## src/rtl/parity_rr_scheduler.sv

```systemverilog
// rtl/parity_rr_scheduler.sv - round-robin shared parity unit with accept/compute/respond FSM
module parity_rr_scheduler #(
  parameter int NUM_REQ = 4,
  parameter int DATA_W  = 8,
  parameter int ID_W    = 2,
  parameter int CNT_W   = 16
) (
  input  logic                      clk,
  input  logic                      rst,
  input  logic [NUM_REQ-1:0]        req_valid,
  input  logic [NUM_REQ*DATA_W-1:0] req_data,
  output logic [NUM_REQ-1:0]        req_ready,
  output logic                      rsp_valid,
  input  logic                      rsp_ready,
  output logic [ID_W-1:0]           rsp_id,
  output logic                      rsp_even_parity,
  output logic                      rsp_odd_parity,
  output logic                      busy,
  output logic [CNT_W-1:0]          done_count
);

  typedef enum logic [1:0] {
    S_IDLE    = 2'd0,
    S_COMPUTE = 2'd1,
    S_RESPOND = 2'd2
  } state_t;

  state_t              r_state;
  state_t              w_next;
  logic [ID_W-1:0]     r_ptr;
  logic [ID_W-1:0]     r_id;
  logic [DATA_W-1:0]   r_data;
  logic [ID_W-1:0]     r_rsp_id;
  logic                r_even;
  logic                r_odd;
  logic [CNT_W-1:0]    r_done;

  logic [2*NUM_REQ-1:0] w_dbl;
  logic [ID_W:0]        w_shift;
  logic [NUM_REQ-1:0]   w_rot;
  logic                 w_found;
  logic [ID_W-1:0]      w_winner;
  logic [DATA_W-1:0]    w_sel_data;
  logic                 w_accept;

  // Rotate requests so bit 0 is the requester just after the last winner.
  assign w_dbl   = {req_valid, req_valid};
  assign w_shift = {1'b0, r_ptr} + {{ID_W{1'b0}}, 1'b1};
  assign w_rot   = NUM_REQ'(w_dbl >> w_shift);

  always_comb begin
    w_found  = 1'b0;
    w_winner = '0;
    for (int k = NUM_REQ - 1; k >= 0; k--) begin
      if (w_rot[k]) begin
        w_found  = 1'b1;
        w_winner = ID_W'((int'(r_ptr) + 1 + k) % NUM_REQ);
      end
    end
  end

  assign w_accept = (r_state == S_IDLE) && w_found;

  always_comb begin
    w_sel_data = '0;
    req_ready  = '0;
    for (int i = 0; i < NUM_REQ; i++) begin
      if (w_winner == ID_W'(i)) begin
        w_sel_data   = req_data[i*DATA_W +: DATA_W];
        req_ready[i] = w_accept && !rst;
      end
    end
  end

  always_comb begin
    w_next = r_state;
    case (r_state)
      S_IDLE:    if (w_found) w_next = S_COMPUTE;
      S_COMPUTE: w_next = S_RESPOND;
      S_RESPOND: if (rsp_ready) w_next = S_IDLE;
      default:   w_next = S_IDLE;
    endcase
  end

  always_ff @(posedge clk) begin
    if (rst) begin
      r_state  <= S_IDLE;
      r_ptr    <= ID_W'(NUM_REQ - 1);
      r_rsp_id <= '0;
      r_even   <= 1'b0;
      r_odd    <= 1'b0;
      r_done   <= '0;
    end else begin
      r_state <= w_next;
      if (w_accept) r_ptr <= w_winner;
      if (r_state == S_COMPUTE) begin
        r_rsp_id <= r_id;
        r_even   <= ^r_data;
        r_odd    <= ~^r_data;
      end
      if (r_state == S_RESPOND && rsp_ready) r_done <= r_done + 1'b1;
    end
  end

  // Latched request payload is don't-care after reset, so it carries no reset.
  always_ff @(posedge clk) begin
    if (w_accept) begin
      r_data <= w_sel_data;
      r_id   <= w_winner;
    end
  end

  assign rsp_valid       = (r_state == S_RESPOND);
  assign busy            = (r_state != S_IDLE);
  assign rsp_id          = r_rsp_id;
  assign rsp_even_parity = r_even;
  assign rsp_odd_parity  = r_odd;
  assign done_count      = r_done;

endmodule

```

## config.mk

```make
export PLATFORM = sky130hd
export DESIGN_NAME = parity_rr_scheduler
export DESIGN_NICKNAME = d
export VERILOG_FILES = /design/src/rtl/parity_rr_scheduler.sv
export SDC_FILE = /design/constraint.sdc
export NUM_CORES = 1
export LEC_CHECK = 0
export CORE_MARGIN = 5
export CORE_UTILIZATION = 41
export CTS_CLUSTER_SIZE = 25
export DETAILED_ROUTE_END_ITERATION = 10
export PLACE_DENSITY = 0.79
export RECOVER_POWER = 50
export SETUP_SLACK_MARGIN = 0.05
export SLEW_MARGIN = 10
export SYNTH_ARGS = -nofsm -noshare
export SYNTH_HDL_FRONTEND = slang
export SYNTH_SLANG_ARGS = --single-unit
```

## constraint.sdc

```tcl
create_clock -name clk -period 1.8 [get_ports clk]
set_input_delay 0.36 -clock clk [delete_from_list [all_inputs] [get_ports clk]]
set_output_delay 0.36 -clock clk [all_outputs]
set_load 0.02 [all_outputs]
```

==> results of run 1 <==
[cell usage after synthesis, drive strengths merged (2+ instances only)]
master	count
a21oi	11
a31o	2
and3	5
buf	6
clkbuf	5
dfxtp	24
edfxtp	10
inv	17
nand2	13
nand2b	3
nand3	6
nand4	4
nor2	14
nor2b	3
nor3	2
nor3b	8
nor4	2
o211ai	2
o21a	16
o21ai	4
o31ai	3
o32a	8
o32ai	8
or2	2
or3	3
or4	2
xnor2	10
xor2	6
[what timing repair did]
item	in CTS	in global routing
pin swaps	9	7
setup buffers	3	4
cloned	0	2
resized for setup	48	17
hold buffers	0	0
setup endpoints to repair	16	18
[final cells by class]
cell class                      instances  area, um^2
Clock buffer                            6        72.6
Clock inverter                          2        37.5
Fill cell                             343        1280
Inverter                               17        66.3
Multi-Input combinational cell        149        1130
Sequential cell                        34         801
Tap cell                               52        65.1
Timing Repair Buffer                  105         990
[per-layer routing]
metal / part of all wire / vias to the layer above
met5: 0 / -
met4: 0.020 / 0
met3: 0.067 / 11
met2: 0.48 / 79
met1: 0.43 / 893
li1: - / 975
[registers in the layout, summed over array words and instances, names as in the netlist]
name and cells:
done_count 16, r_data 8, r_id 2, r_ptr 2, r_state 2, rsp_even_parity 1
rsp_id 2, rsp_odd_parity 1
[cell families (layout without fill, tap and decap cells)]
family                     count (synthesis)  after routing
xor gates and xnor gates                  16             16
muxes                                      2              2
DFF                                       34             34
adders and majority gates                  1              1
and+or+nand+nor                           73             73
buffers and inverters                     28            130
AOI/OAI and AO/OA                         57             57
[worst max-delay path, delay by kind of cell (launching register included)]
kind            cells  cell delay [ps]
simple gates        2              300
buf+inv             3              310
flops               1              370
compound gates      1              110
mux                 1              230
[report_power, final]
group	internal (mW)	leakage, nW	switching [mW]	total (mW)
Sequential	0.895	0.299	0.0427	0.937
Clock	0.413	0.0514	0.273	0.685
Combinational	0.524	0.865	0.434	0.959
[worst min path at each step]
stage / from / endpoint / depth (start not counted)
after floorplan: rst / r_state[0] / 1
after global placement: rsp_id[0] / rsp_id[0] / 2
after detailed placement: rsp_id[0] / rsp_id[0] / 2
after CTS: rsp_id[0] / rsp_id[0] / 2
after global routing: rsp_id[0] / rsp_id[0] / 2
final: rsp_id[0] / rsp_id[0] / 2
[stage by stage]
step | cell area, um^2 | setup slack [ps] | instances | util
6_report | 3170 | -160 | 365 | 0.713
5_1_grt | 3170 | -234 | 365 | 0.713
4_1_cts | 3070 | -139 | 360 | 0.690
3_5_place_dp | 2880 | -936 | 349 | 0.649
3_3_place_gp | 2880 | -888 | 349 | 0.649
2_1_floorplan | 1960 | 55.3 | 211 | -
==> impl_metrics.yaml, run 1 <==
die:
  placementRows: 24
  die_x_um: 78.2
  initial_core_util: 0.428
  dieHeight_um: 78.2
  core-area_mm2: 0.00444
  dieArea_mm2: 0.00611
  io_pins: 65
global_routing:
  grt_use_met3: 0.0355
  antenna_found_initial: 0
  grt_pass1_wl_mm: 8.59
  grt_use_met2: 0.295
  grt_pass1_vias: 1869
  grt-busiest-layer: "met2"
  grt_util_all_layers: 0.173
  grt_max_degree: 33
  use_met1: 0.219
  grt_overflow: 0
setup_path:
  crit_path_start: "r_ptr[1]"
  worst_setup_path_start_kind: "register"
  cp_slowest_cell: "dfxtp_4"
  ff2ff_setup_slack_ps: -80
  rr_endpoint: "r_data[7]"
  crit_path_end: "req_ready[1]"
  r2r_start: "r_ptr[1]"
  ff2ff_path_depth: 8
  path_class: "register to output pin"
  arrival_ps: 1600
  critPathMostFrequentCell: "buf_6"
  critPathCaptureType: "output pin"
  worstPathCellList: "buf_6 -> mux2i_4 -> o22ai_4 -> nor2_4 -> inv_2 -> and3_1 -> buf_6"
  cpPeakStageDelay_ps: 370
  crit_required_ps: 1440
  path_max_fanout: 4
synth:
  synth_ff_type: "dfxtp_1"
  synth_area_mm2: 0.00190
  synthesis.nets: 251
  syn_area_per_cell_um2: 9.03
  synth-simple-area-share: 0.217
  yosysUniqueCellTypes: 43
  yosys.area.top_type: "dfxtp_1"
  async_reset_ff_frac: 0
  ys_ff_latch: 34
  synthTopCellsByArea: "dfxtp_1 (25%), edfxtp_1 (16%), o21a_1 (6.3%)"
  synth_compound_area_frac: 0.223
  netlist.area_leader.share: 0.252
  synth_xor_area_frac: 0.0736
  yosysWarnings: 0
  synth_top_family_by_area: "compound AO/OA/AOI/OAI gates"
  synth_mux_area_frac: 0.0112
  synth-adder-area-share: 0.00657
  yosysSeqAreaShare: 0.410
  synth_edf_count: 10
  syn_inst: 211
clocking:
  root_buffer: "clkbuf_8"
  cts.sinks: 34
  clk_path_buf_depth: 2
  worstSkewPairLatency_ps: 280
  cts_tree: "yes"
  cts_htree_levels: 2
  cts_made_buffers: 5
  clk_pin_slew_ps: 70
drt:
  wl_per_cell_um: 15.3
  routed_wl_mm: 5.58
  final_antenna_net_count: 0
  first_pass_iters: 4
  drt_iter0_drc: 72
  vias: 1958
  vias_per_cell: 5.36
  drcViolationCount: 0
place:
  gp_congestion: 0.815
  portBuffers: 64
  dp_hpwl_mm: 3.82
finish:
  area_delta_synth_final_pct: 66.3
  num_antenna_cells: 0
  final_layout_size_suffix_gt1_frac: 0.278
  mostFrequentLayoutCell: "clkdlybuf4s50_1"
  layout_common_cells: "clkdlybuf4s50_1 (51), buf_4 (30), o21a_1 (16)"
  final_nets: 352
sta:
  hold_violations: 0
  min_period_ps: 1960
  fin_setup_tns_ps: -815
  drv_slew: 0
  rsz0062_at_grt: "true"
  fin_ws_ps: -160
  finClkSkew_ps: 6.17
  setup_viol: 8
  tightest_slew_ps: 452
  slew_headroom: 0.699
  whs_ps: 472
  min_period_over_period: 1.09
  fmax_mhz: 510
min_path:
  hp-class: "register to register"
pwr:
  vdd_drop_max_v: 0.000493
  power_mw: 2.58
  power.density_mw_per_mm2: 815
  cellLeakagePower_nw: 1.22
job:
  maxCapViolations: 0
outcome:
  status: "complete, but fails checks"
  violations: "negative setup slack"
Power figures use the tool's default switching activity.
==> run 2: changes to the inputs <==
--- a/config.mk
+++ b/config.mk
@@ -5,10 +5,12 @@
 export SDC_FILE = /design/constraint.sdc
 export NUM_CORES = 1
 export LEC_CHECK = 0
+export CAP_MARGIN = 5
 export CORE_MARGIN = 5
 export CORE_UTILIZATION = 41
 export CTS_CLUSTER_SIZE = 25
 export DETAILED_ROUTE_END_ITERATION = 10
+export HOLD_SLACK_MARGIN = 0.05
 export PLACE_DENSITY = 0.79
 export RECOVER_POWER = 50
 export SETUP_SLACK_MARGIN = 0.05
==> results of run 2 <==
Final layout, timing and power as in run 1 (identical DEF).
==> run 3: changes to the inputs <==
--- a/config.mk
+++ b/config.mk
@@ -6,15 +6,15 @@
 export NUM_CORES = 1
 export LEC_CHECK = 0
 export CAP_MARGIN = 5
+export CORE_ASPECT_RATIO = 0.6
 export CORE_MARGIN = 5
 export CORE_UTILIZATION = 41
-export CTS_CLUSTER_SIZE = 25
 export DETAILED_ROUTE_END_ITERATION = 10
 export HOLD_SLACK_MARGIN = 0.05
 export PLACE_DENSITY = 0.79
 export RECOVER_POWER = 50
 export SETUP_SLACK_MARGIN = 0.05
-export SLEW_MARGIN = 10
+export SLEW_MARGIN = 20
 export SYNTH_ARGS = -nofsm -noshare
 export SYNTH_HDL_FRONTEND = slang
 export SYNTH_SLANG_ARGS = --single-unit
==> impl_metrics.yaml, run 3 (same netlist as run 1, synthesis figures left out) <==
outcome:
  status: "complete, but fails checks"
  violations: "negative setup slack"
pwr:
  power.density_mw_per_mm2: 790
  p_comb_frac: 0.355
  vdd_drop_max_v: 0.000374
  cellLeakagePower_nw: 1.31
  power_frac_clock: 0.270
  switchingPower_mw: 0.726
  switching_share: 0.289
  seq_power_share: 0.375
  p_int_mw: 1.78
global_routing:
  grt_pass1_vias: 1808
  grt_util_all_layers: 0.184
  grt_overflow: 0
  antenna_found_initial: 0
  grt_max_degree: 33
  grt_pass1_wl_mm: 9.11
drt:
  drcViolationCount: 0
  routed_wl_mm: 5.68
  vias: 1931
  wl_per_cell_um: 15.1
  drt_iter0_drc: 117
  first_pass_iters: 4
  vias_per_cell: 5.15
  final_antenna_net_count: 0
min_path:
  hp-class: "register to register"
  min_from: "rsp_id[1]"
clocking:
  cts_tree: "yes"
  cts_htree_levels: 2
  postCtsHoldBufs: 0
  root_buffer: "clkbuf_8"
  cts_made_buffers: 5
  clk_pin_slew_ps: 70
  cts.sinks: 34
  clk_path_buf_depth: 2
  worstSkewPairLatency_ps: 280
setup_path:
  ff2ff_setup_slack_ps: -120
  path_class: "register to output pin"
  arrival_ps: 1570
  worst_setup_path_start_kind: "register"
  critPathCaptureType: "output pin"
  ff2ff_path_depth: 8
  rr_endpoint: "r_data[0]"
  crit_path_start: "r_ptr[1]"
  path_max_fanout: 5
  crit_path_end: "req_ready[3]"
  r2r_start: "r_ptr[1]"
  crit_required_ps: 1440
die:
  core-area_mm2: 0.00454
  initial_core_util: 0.419
  dieArea_mm2: 0.00615
  die_x_um: 98.0
  io_pins: 65
  dieHeight_um: 62.8
  placementRows: 19
sta:
  slew_headroom: 0.716
  setup_viol: 12
  rsz0062_at_grt: "true"
  finClkSkew_ps: 7.13
  min_period_ps: 1930
  hold_violations: 0
  min_period_over_period: 1.07
  fin_setup_tns_ps: -1120
  fin_ws_ps: -127
  fmax_mhz: 519
  drv_slew: 0
  tightest_slew_ps: 422
finish:
  fill_cells: 329
  largest_reg_flops: 16
  multi_input_area_mm2: 0.00115
  mostFrequentLayoutCell: "clkdlybuf4s50_1"
  final_layout_size_suffix_gt1_frac: 0.285
  layoutNonFillerInstCount: 375
  layout_common_cells: "clkdlybuf4s50_1 (49), buf_4 (36), o21a_1 (16)"
  num_antenna_cells: 0
  area_delta_synth_final_pct: 66.7
  final_nets: 351
  regArea_um2: 801
place:
  portBuffers: 64
  gp_congestion: 0.810
  dp_hpwl_mm: 4.20
  dp.cells: 361
job:
  maxCapViolations: 0
## run 3: critical path: stages, from the launching register on
cell and delay, ps:
dfxtp_4 380, buf_6 110, mux2i_4 240, o22ai_4 100
nor2_4 120, inv_2 60, and3_4 150, buf_6 120
## run 3: routing by layer
metal,up-vias,GRT usage,wire [um]
li1,980,-,-
met1,905,0.275,2860
met2,42,0.272,2550
met3,4,0.0323,221
met4,0,0.0466,37
met5,-,0,0
## run 3: through the flow
| stage | total power, mW | utilization | setup WS (ps) | cell area [um^2] | hold WS, ps |
|---|---|---|---|---|---|
| after floorplan | 1.44 | - | 55.3 | 1960 | 463 |
| after global placement | 1.76 | 0.640 | -901 | 2900 | 459 |
| after detailed placement | 1.78 | 0.640 | -949 | 2900 | 473 |
| after CTS | 2.50 | 0.682 | -135 | 3100 | 483 |
| after global routing | 2.65 | 0.699 | -192 | 3170 | 497 |
| final | 2.51 | 0.699 | -127 | 3170 | 476 |
## run 3: cell type report
type                       instances  share of cell area
multi-input combinational        149               0.363
inverter                          17              0.0201
clock inverter                     1             0.00946
timing repair buffer             104               0.306
clock buffer                       7              0.0240
sequential                        34               0.252
tap                               63              0.0248
## run 3: timing repair
item,4_1_cts,5_1_grt
setup buffers,2,4
pin swaps,15,8
gates resized for setup,52,14
endpoints found under the setup margin,16,19
## run 3: power groups by stage
stage | logic (mW) | clock network, mW | registers, mW
after floorplan | 0.464 | 0 | 0.973
after global placement | 0.816 | 0 | 0.948
after detailed placement | 0.829 | 0 | 0.954
after CTS | 0.876 | 0.686 | 0.940
after global routing | 0.971 | 0.733 | 0.951
final | 0.891 | 0.676 | 0.941
## run 3: worst min path at each step
stage	endpoint	cells after the start
after detailed placement	rsp_id[1]	2
final	rsp_id[1]	2
after CTS	rsp_id[1]	2
after floorplan	r_state[0]	1
after global placement	rsp_id[0]	2
after global routing	rsp_id[0]	2
